### src/rtl/prefetch_unit_pkg.sv
// Shared MIPS fetch constants and the prefetch controller state encoding.
package prefetch_unit_pkg;

  localparam logic [31:0] MIPS_RESET_PC = 32'h0000_0000;
  localparam int unsigned MIPS_PC_STEP  = 32'd4;

  typedef enum logic [0:0] {
    ST_FETCH   = 1'b0,
    ST_DISCARD = 1'b1
  } pf_state_e;

endpackage

### src/rtl/prefetch_unit_fifo.sv
// Synchronous FIFO holding prefetched {address, instruction} entries.
// Flush empties it in one edge; a push and pop in the same cycle keeps count.
module fetch_fifo #(
  parameter int unsigned WIDTH = 64,
  parameter int unsigned DEPTH = 4
) (
  input  logic                       clock,
  input  logic                       reset,
  input  logic                       push,
  input  logic                       pop,
  input  logic                       flush,
  input  logic [WIDTH-1:0]           wdata,
  output logic [WIDTH-1:0]           rdata,
  output logic [$clog2(DEPTH+1)-1:0] count,
  output logic                       full,
  output logic                       empty
);

  localparam int unsigned PTR_W = $clog2(DEPTH);
  localparam int unsigned CNT_W = $clog2(DEPTH + 1);
  localparam logic [CNT_W-1:0] DEPTH_C = CNT_W'(DEPTH);

  logic [WIDTH-1:0] mem_q [DEPTH];
  logic [PTR_W-1:0] wr_ptr_q, wr_ptr_d;
  logic [PTR_W-1:0] rd_ptr_q, rd_ptr_d;
  logic [CNT_W-1:0] count_q, count_d;
  logic             do_push_s, do_pop_s;

  // Next pointers and occupancy; flush wins over push and pop.
  always_comb begin
    wr_ptr_d  = wr_ptr_q;
    rd_ptr_d  = rd_ptr_q;
    count_d   = count_q;
    do_push_s = 1'b0;
    do_pop_s  = 1'b0;
    if (flush) begin
      wr_ptr_d = '0;
      rd_ptr_d = '0;
      count_d  = '0;
    end else begin
      do_pop_s  = pop && (count_q != '0);
      do_push_s = push && ((count_q != DEPTH_C) || do_pop_s);
      if (do_push_s) begin
        wr_ptr_d = wr_ptr_q + PTR_W'(1);
      end else begin
        wr_ptr_d = wr_ptr_q;
      end
      if (do_pop_s) begin
        rd_ptr_d = rd_ptr_q + PTR_W'(1);
      end else begin
        rd_ptr_d = rd_ptr_q;
      end
      case ({do_push_s, do_pop_s})
        2'b10:   count_d = count_q + CNT_W'(1);
        2'b01:   count_d = count_q - CNT_W'(1);
        default: count_d = count_q;
      endcase
    end
  end

  // Pointer and occupancy registers.
  always_ff @(posedge clock) begin
    if (!reset) begin
      wr_ptr_q <= '0;
      rd_ptr_q <= '0;
      count_q  <= '0;
    end else begin
      wr_ptr_q <= wr_ptr_d;
      rd_ptr_q <= rd_ptr_d;
      count_q  <= count_d;
    end
  end

  // Entry storage; contents are only observed behind a non-zero count.
  always_ff @(posedge clock) begin
    if (do_push_s) begin
      mem_q[wr_ptr_q] <= wdata;
    end
  end

  assign rdata = mem_q[rd_ptr_q];
  assign count = count_q;
  assign full  = (count_q == DEPTH_C);
  assign empty = (count_q == '0);

endmodule

### src/rtl/prefetch_unit.sv
// Instruction prefetcher: single-outstanding memory reader feeding a small queue,
// with a DISCARD state that swallows the stale response after a redirect.
module prefetch_unit
  import prefetch_unit_pkg::*;
#(
  parameter int unsigned       ADDR_W   = 32,
  parameter int unsigned       DATA_W   = 32,
  parameter int unsigned       DEPTH    = 4,
  parameter logic [ADDR_W-1:0] RESET_PC = ADDR_W'(MIPS_RESET_PC),
  parameter int unsigned       PC_STEP  = MIPS_PC_STEP
) (
  input  logic                       clock,
  input  logic                       reset,
  input  logic [ADDR_W-1:0]          jump_target,
  input  logic                       jump_flg,
  input  logic                       stall,
  output logic                       imem_req,
  output logic [ADDR_W-1:0]          imem_addr,
  input  logic                       imem_ack,
  input  logic [DATA_W-1:0]          imem_data,
  output logic [DATA_W-1:0]          instruction,
  output logic [ADDR_W-1:0]          address,
  output logic                       valid,
  output logic [$clog2(DEPTH+1)-1:0] count
);

  localparam int unsigned ENTRY_W = ADDR_W + DATA_W;

  pf_state_e           state_q, state_d;
  logic [ADDR_W-1:0]   pc_q, pc_d;
  logic [ADDR_W-1:0]   hold_addr_q, hold_addr_d;
  logic                req_s;
  logic                fifo_push_s, fifo_pop_s, fifo_flush_s;
  logic                fifo_full_s, fifo_empty_s;
  logic [ENTRY_W-1:0]  head_s;

  // Request generation, redirect handling and queue control.
  always_comb begin
    state_d      = state_q;
    pc_d         = pc_q;
    hold_addr_d  = hold_addr_q;
    req_s        = 1'b0;
    imem_addr    = pc_q;
    fifo_push_s  = 1'b0;
    fifo_pop_s   = 1'b0;
    fifo_flush_s = 1'b0;
    case (state_q)
      ST_FETCH: begin
        req_s     = !fifo_full_s;
        imem_addr = pc_q;
        if (jump_flg) begin
          fifo_flush_s = 1'b1;
          pc_d         = jump_target;
          // The in-flight request keeps its address until its ack is swallowed.
          if (req_s && !imem_ack) begin
            state_d     = ST_DISCARD;
            hold_addr_d = pc_q;
          end else begin
            state_d = ST_FETCH;
          end
        end else begin
          fifo_pop_s = !fifo_empty_s && !stall;
          if (req_s && imem_ack) begin
            fifo_push_s = 1'b1;
            pc_d        = pc_q + ADDR_W'(PC_STEP);
          end else begin
            pc_d = pc_q;
          end
        end
      end
      ST_DISCARD: begin
        req_s        = 1'b1;
        imem_addr    = hold_addr_q;
        fifo_flush_s = jump_flg;
        if (jump_flg) begin
          pc_d = jump_target;
        end else begin
          pc_d = pc_q;
        end
        if (imem_ack) begin
          state_d = ST_FETCH;
        end else begin
          state_d = ST_DISCARD;
        end
      end
      default: begin
        state_d = ST_FETCH;
      end
    endcase
  end

  // Controller state, fetch PC and held discard address.
  always_ff @(posedge clock) begin
    if (!reset) begin
      state_q     <= ST_FETCH;
      pc_q        <= RESET_PC;
      hold_addr_q <= RESET_PC;
    end else begin
      state_q     <= state_d;
      pc_q        <= pc_d;
      hold_addr_q <= hold_addr_d;
    end
  end

  assign imem_req = reset && req_s;

  fetch_fifo #(
    .WIDTH (ENTRY_W),
    .DEPTH (DEPTH)
  ) u_fifo (
    .clock (clock),
    .reset (reset),
    .push  (fifo_push_s),
    .pop   (fifo_pop_s),
    .flush (fifo_flush_s),
    .wdata ({pc_q, imem_data}),
    .rdata (head_s),
    .count (count),
    .full  (fifo_full_s),
    .empty (fifo_empty_s)
  );

  assign address     = head_s[ENTRY_W-1:DATA_W];
  assign instruction = head_s[DATA_W-1:0];
  assign valid       = !fifo_empty_s;

endmodule

### config.mk
export PLATFORM = sky130hd
export DESIGN_NAME = prefetch_unit
export DESIGN_NICKNAME = d
export VERILOG_FILES = /design/src/rtl/prefetch_unit_pkg.sv /design/src/rtl/prefetch_unit_fifo.sv /design/src/rtl/prefetch_unit.sv
export SDC_FILE = /design/constraint.sdc
export NUM_CORES = 1
export LEC_CHECK = 0
export CAP_MARGIN = 20
export CELL_PAD_IN_SITES_DETAIL_PLACEMENT = 2
export CELL_PAD_IN_SITES_GLOBAL_PLACEMENT = 2
export CORE_UTILIZATION = 25
export DETAILED_ROUTE_END_ITERATION = 8
export PLACE_DENSITY_LB_ADDON = 0.1
export SYNTH_ARGS = -nofsm -noshare
export SYNTH_HDL_FRONTEND = slang
export SYNTH_HIERARCHICAL = 1
export SYNTH_SLANG_ARGS = --single-unit
### constraint.sdc
create_clock -name clock -period 5.4 [get_ports clock]
set_input_delay 1.08 -clock clock [delete_from_list [all_inputs] [get_ports clock]]
set_output_delay 1.08 -clock clock [all_outputs]
set_load 0.02 [all_outputs]
==> impl_metrics.env <==
export IMPL_met2_usage_pct=25.5
export IMPL_globalRouteMet1Util_pct=20.0
export IMPL_hpwl_um=26200
export IMPL_avgSynthCellArea_um2=16.3
export IMPL_cap_violations=0
export IMPL_grt_pass1_vias=8796
export IMPL_first_pass_iters=6
export IMPL_yosys_most_used_dff="edfxtp_1"
export IMPL_area_growth_pct=29.5
export IMPL_ant_nets=0
export IMPL_path_class="reg2out"
export IMPL_gr_total_overflow=0
export IMPL_rsz0062_at_grt="no"
export IMPL_place_congestion=0.699
export IMPL_stdcell_area_um2=17100
export IMPL_async_flop_share_pct=0
export IMPL_die_w_um=232
export IMPL_cts_sinks=330
export IMPL_grt_pass1_wl_um=59800
export IMPL_finalSetupViolations=0
export IMPL_die_area_um2=53900
export IMPL_clockBufferDepth=3
export IMPL_ir_worst_vdd_mv=0.203
export IMPL_port_buffers=169
export IMPL_yosysSeqAreaShare_pct=69.2
export IMPL_clock_latency_ns=0.55
export IMPL_synth_seq_cells=330
export IMPL_core_area_um2=51800
export IMPL_crit_path_max_fanout=28
export IMPL_cts_root_buffer="clkbuf_16"
export IMPL_wirelength_um=40100
export IMPL_final_net_count=1073
export IMPL_drive_gt1_share_pct=19.6
export IMPL_whs_ns=0.454
export IMPL_io_pin_count=170
export IMPL_hold_viol=0
export IMPL_grt_busiest_layer="met2"
export IMPL_diodes=0
export IMPL_cts_max_level=2
export IMPL_r2r_slack_ns=2.22
export IMPL_utilization_pct=33.1
export IMPL_grt_usage_pct=15.2
export IMPL_setup_worst_path_end_class="primary output"
export IMPL_fin_skew_ns=0.00899
export IMPL_wire_per_inst_um=23.4
export IMPL_die_y_um=232
export IMPL_cts_made_buffers=41
export IMPL_synth_nets=887
export IMPL_critPathArrivalTime_ns=2.98
export IMPL_hp_class="reg2reg"
export IMPL_start_util_pct=25.6
export IMPL_fin_crit_ns=4.06
export IMPL_fin_setup_tns_ns=0
export IMPL_drt_iter0_drc=398
export IMPL_synth_edf_count=256
export IMPL_drc=0
export IMPL_status="completed"
export IMPL_dpl_cell_count=1635
export IMPL_cts_tree="yes"
export IMPL_core_rowCount=83
export IMPL_ys_types=60
export IMPL_synth_warnings=6
export IMPL_antenna_found_initial=0
export IMPL_place_area_um2=15800
export IMPL_critPathLaunchType="register"
export IMPL_grt_max_degree=67
export IMPL_p_leak_nw=5.49
export IMPL_synthCells=812
export IMPL_post_cts_resized=0
export IMPL_power_density_nw_per_um2=349
export IMPL_syn_area_um2=13200
export IMPL_use_met3_pct=3.02
export IMPL_required_ns=4.32
export IMPL_vias=7755
export IMPL_clkTransAtPathRegs_ns=0.06
export IMPL_instances_no_fill=1710
export IMPL_ctsHoldBuffers=0
export IMPL_slew_violations=0
export IMPL_worst_pin_slew_ns=1.02
export IMPL_fmax_mhz=246
export IMPL_cts_setup_buffers=0
export IMPL_slew_headroom_pct=31.7
export IMPL_finalCritPeriodShare_pct=75.3
export IMPL_viasPerCell=4.54
[worst paths after layout]
check	from	end	cells past startpoint
hold / removal	hold_addr_q[31]	hold_addr_q[31]	2
hold reg to reg	hold_addr_q[31]	hold_addr_q[31]	2
setup reg to reg	u_fifo/count[1]	u_fifo/mem_q[3][30]	7
setup / recovery	register	address[15]	3
[Yosys cell counts (4+ instances only)]
cell / n / area share, %
a21boi_0: 29 / 1.6
a21boi_1: 5 / 0.28
a21oi_1: 18 / 0.68
and2_1: 7 / 0.33
and3_1: 6 / 0.28
buf_1: 10 / 0.28
buf_2: 8 / 0.30
buf_4: 7 / 0.40
clkbuf_1: 20 / 0.57
dfxtp_1: 74 / 11
edfxtp_1: 256 / 58
ha_1: 5 / 0.47
inv_1: 9 / 0.26
mux2_2: 32 / 2.7
mux4_2: 64 / 11
nand2_1: 86 / 2.4
nand2b_1: 4 / 0.19
nand3_1: 21 / 0.79
nand4_1: 10 / 0.47
nor2_1: 22 / 0.62
nor3_1: 12 / 0.45
o211a_1: 6 / 0.45
o21ai_0: 24 / 0.91
xnor2_1: 7 / 0.46
xor2_1: 16 / 1.1
[registers in the layout, indices dropped and copies added, names as in the netlist, named ones only]
signal           flops
pc_q                32
u_fifo/mem_q       256
u_fifo/wr_ptr_q      2
u_fifo/rd_ptr_q      2
u_fifo/count         3
state_q              1
hold_addr_q         32
[critical path, stage by stage, from the launching register on]
cell and delay (ns):
dfxtp_4 0.77, buf_4 0.45, mux4_2 0.59, clkdlybuf4s50_1 0.58
[per-stage QoR]
stage / power, mW / setup slack [ns]
floorplan: 3.03 / 1.04
global placement: 3.25 / 1.19
detailed placement: 3.25 / 1.09
CTS: 6.10 / 1.21
global route: 6.21 / 1.11
finish: 5.98 / 1.34
[power breakdown]
group,leakage (nW),switching (mW),internal [mW],total (mW)
registers,2.95,0.0667,2.78,2.85
clock network,0.653,1.08,1.71,2.79
logic,1.88,0.177,0.162,0.339
[cells by family (layout without fill, tap and decap cells)]
logic type	count (synthesis)	in the layout	share of synthesized area (%)
adder cells (fa/ha/maj)	6	6	0.624
buffers and inverters	58	276	1.94
AND/OR/NAND/NOR	195	195	7.53
AO/OA/AOI/OAI	101	101	5.31
XOR/XNOR	23	23	1.52
flip-flops	330	330	69.2
multiplexers	99	99	13.8
[layout by cell type, fill, tap and decap left out, types with 6 or more instances in the layout]
cell type,instances
nor2_1,22
clkbuf_1,8
xor2_1,16
clkbuf_16,43
nor3_1,12
o21ai_0,24
a21oi_1,18
inv_1,9
nand3_1,21
clkdlybuf4s50_1,168
a21boi_0,29
xnor2_1,7
clkinv_1,7
buf_4,19
mux2_2,32
dfxtp_1,71
nand2_1,86
mux4_2,64
o211a_1,6
and3_1,6
nand4_1,10
edfxtp_1,256
[cell type report]
cell class / instances / area (um^2)
tap: 680 / 851
timing repair buffer: 190 / 1870
inverter: 11 / 41.3
clock inverter: 23 / 248
clock buffer: 52 / 1120
multi-input combinational: 424 / 3840
fill: 5253 / 34700
sequential: 330 / 9180
[metal layers]
layer / vias up / part of all wire, %
li1: 3522 / -
met4: 0 / 1.7
met3: 40 / 3.5
met1: 4055 / 45
met2: 138 / 50
met5: - / 0
(Power assumes the default switching activity.)
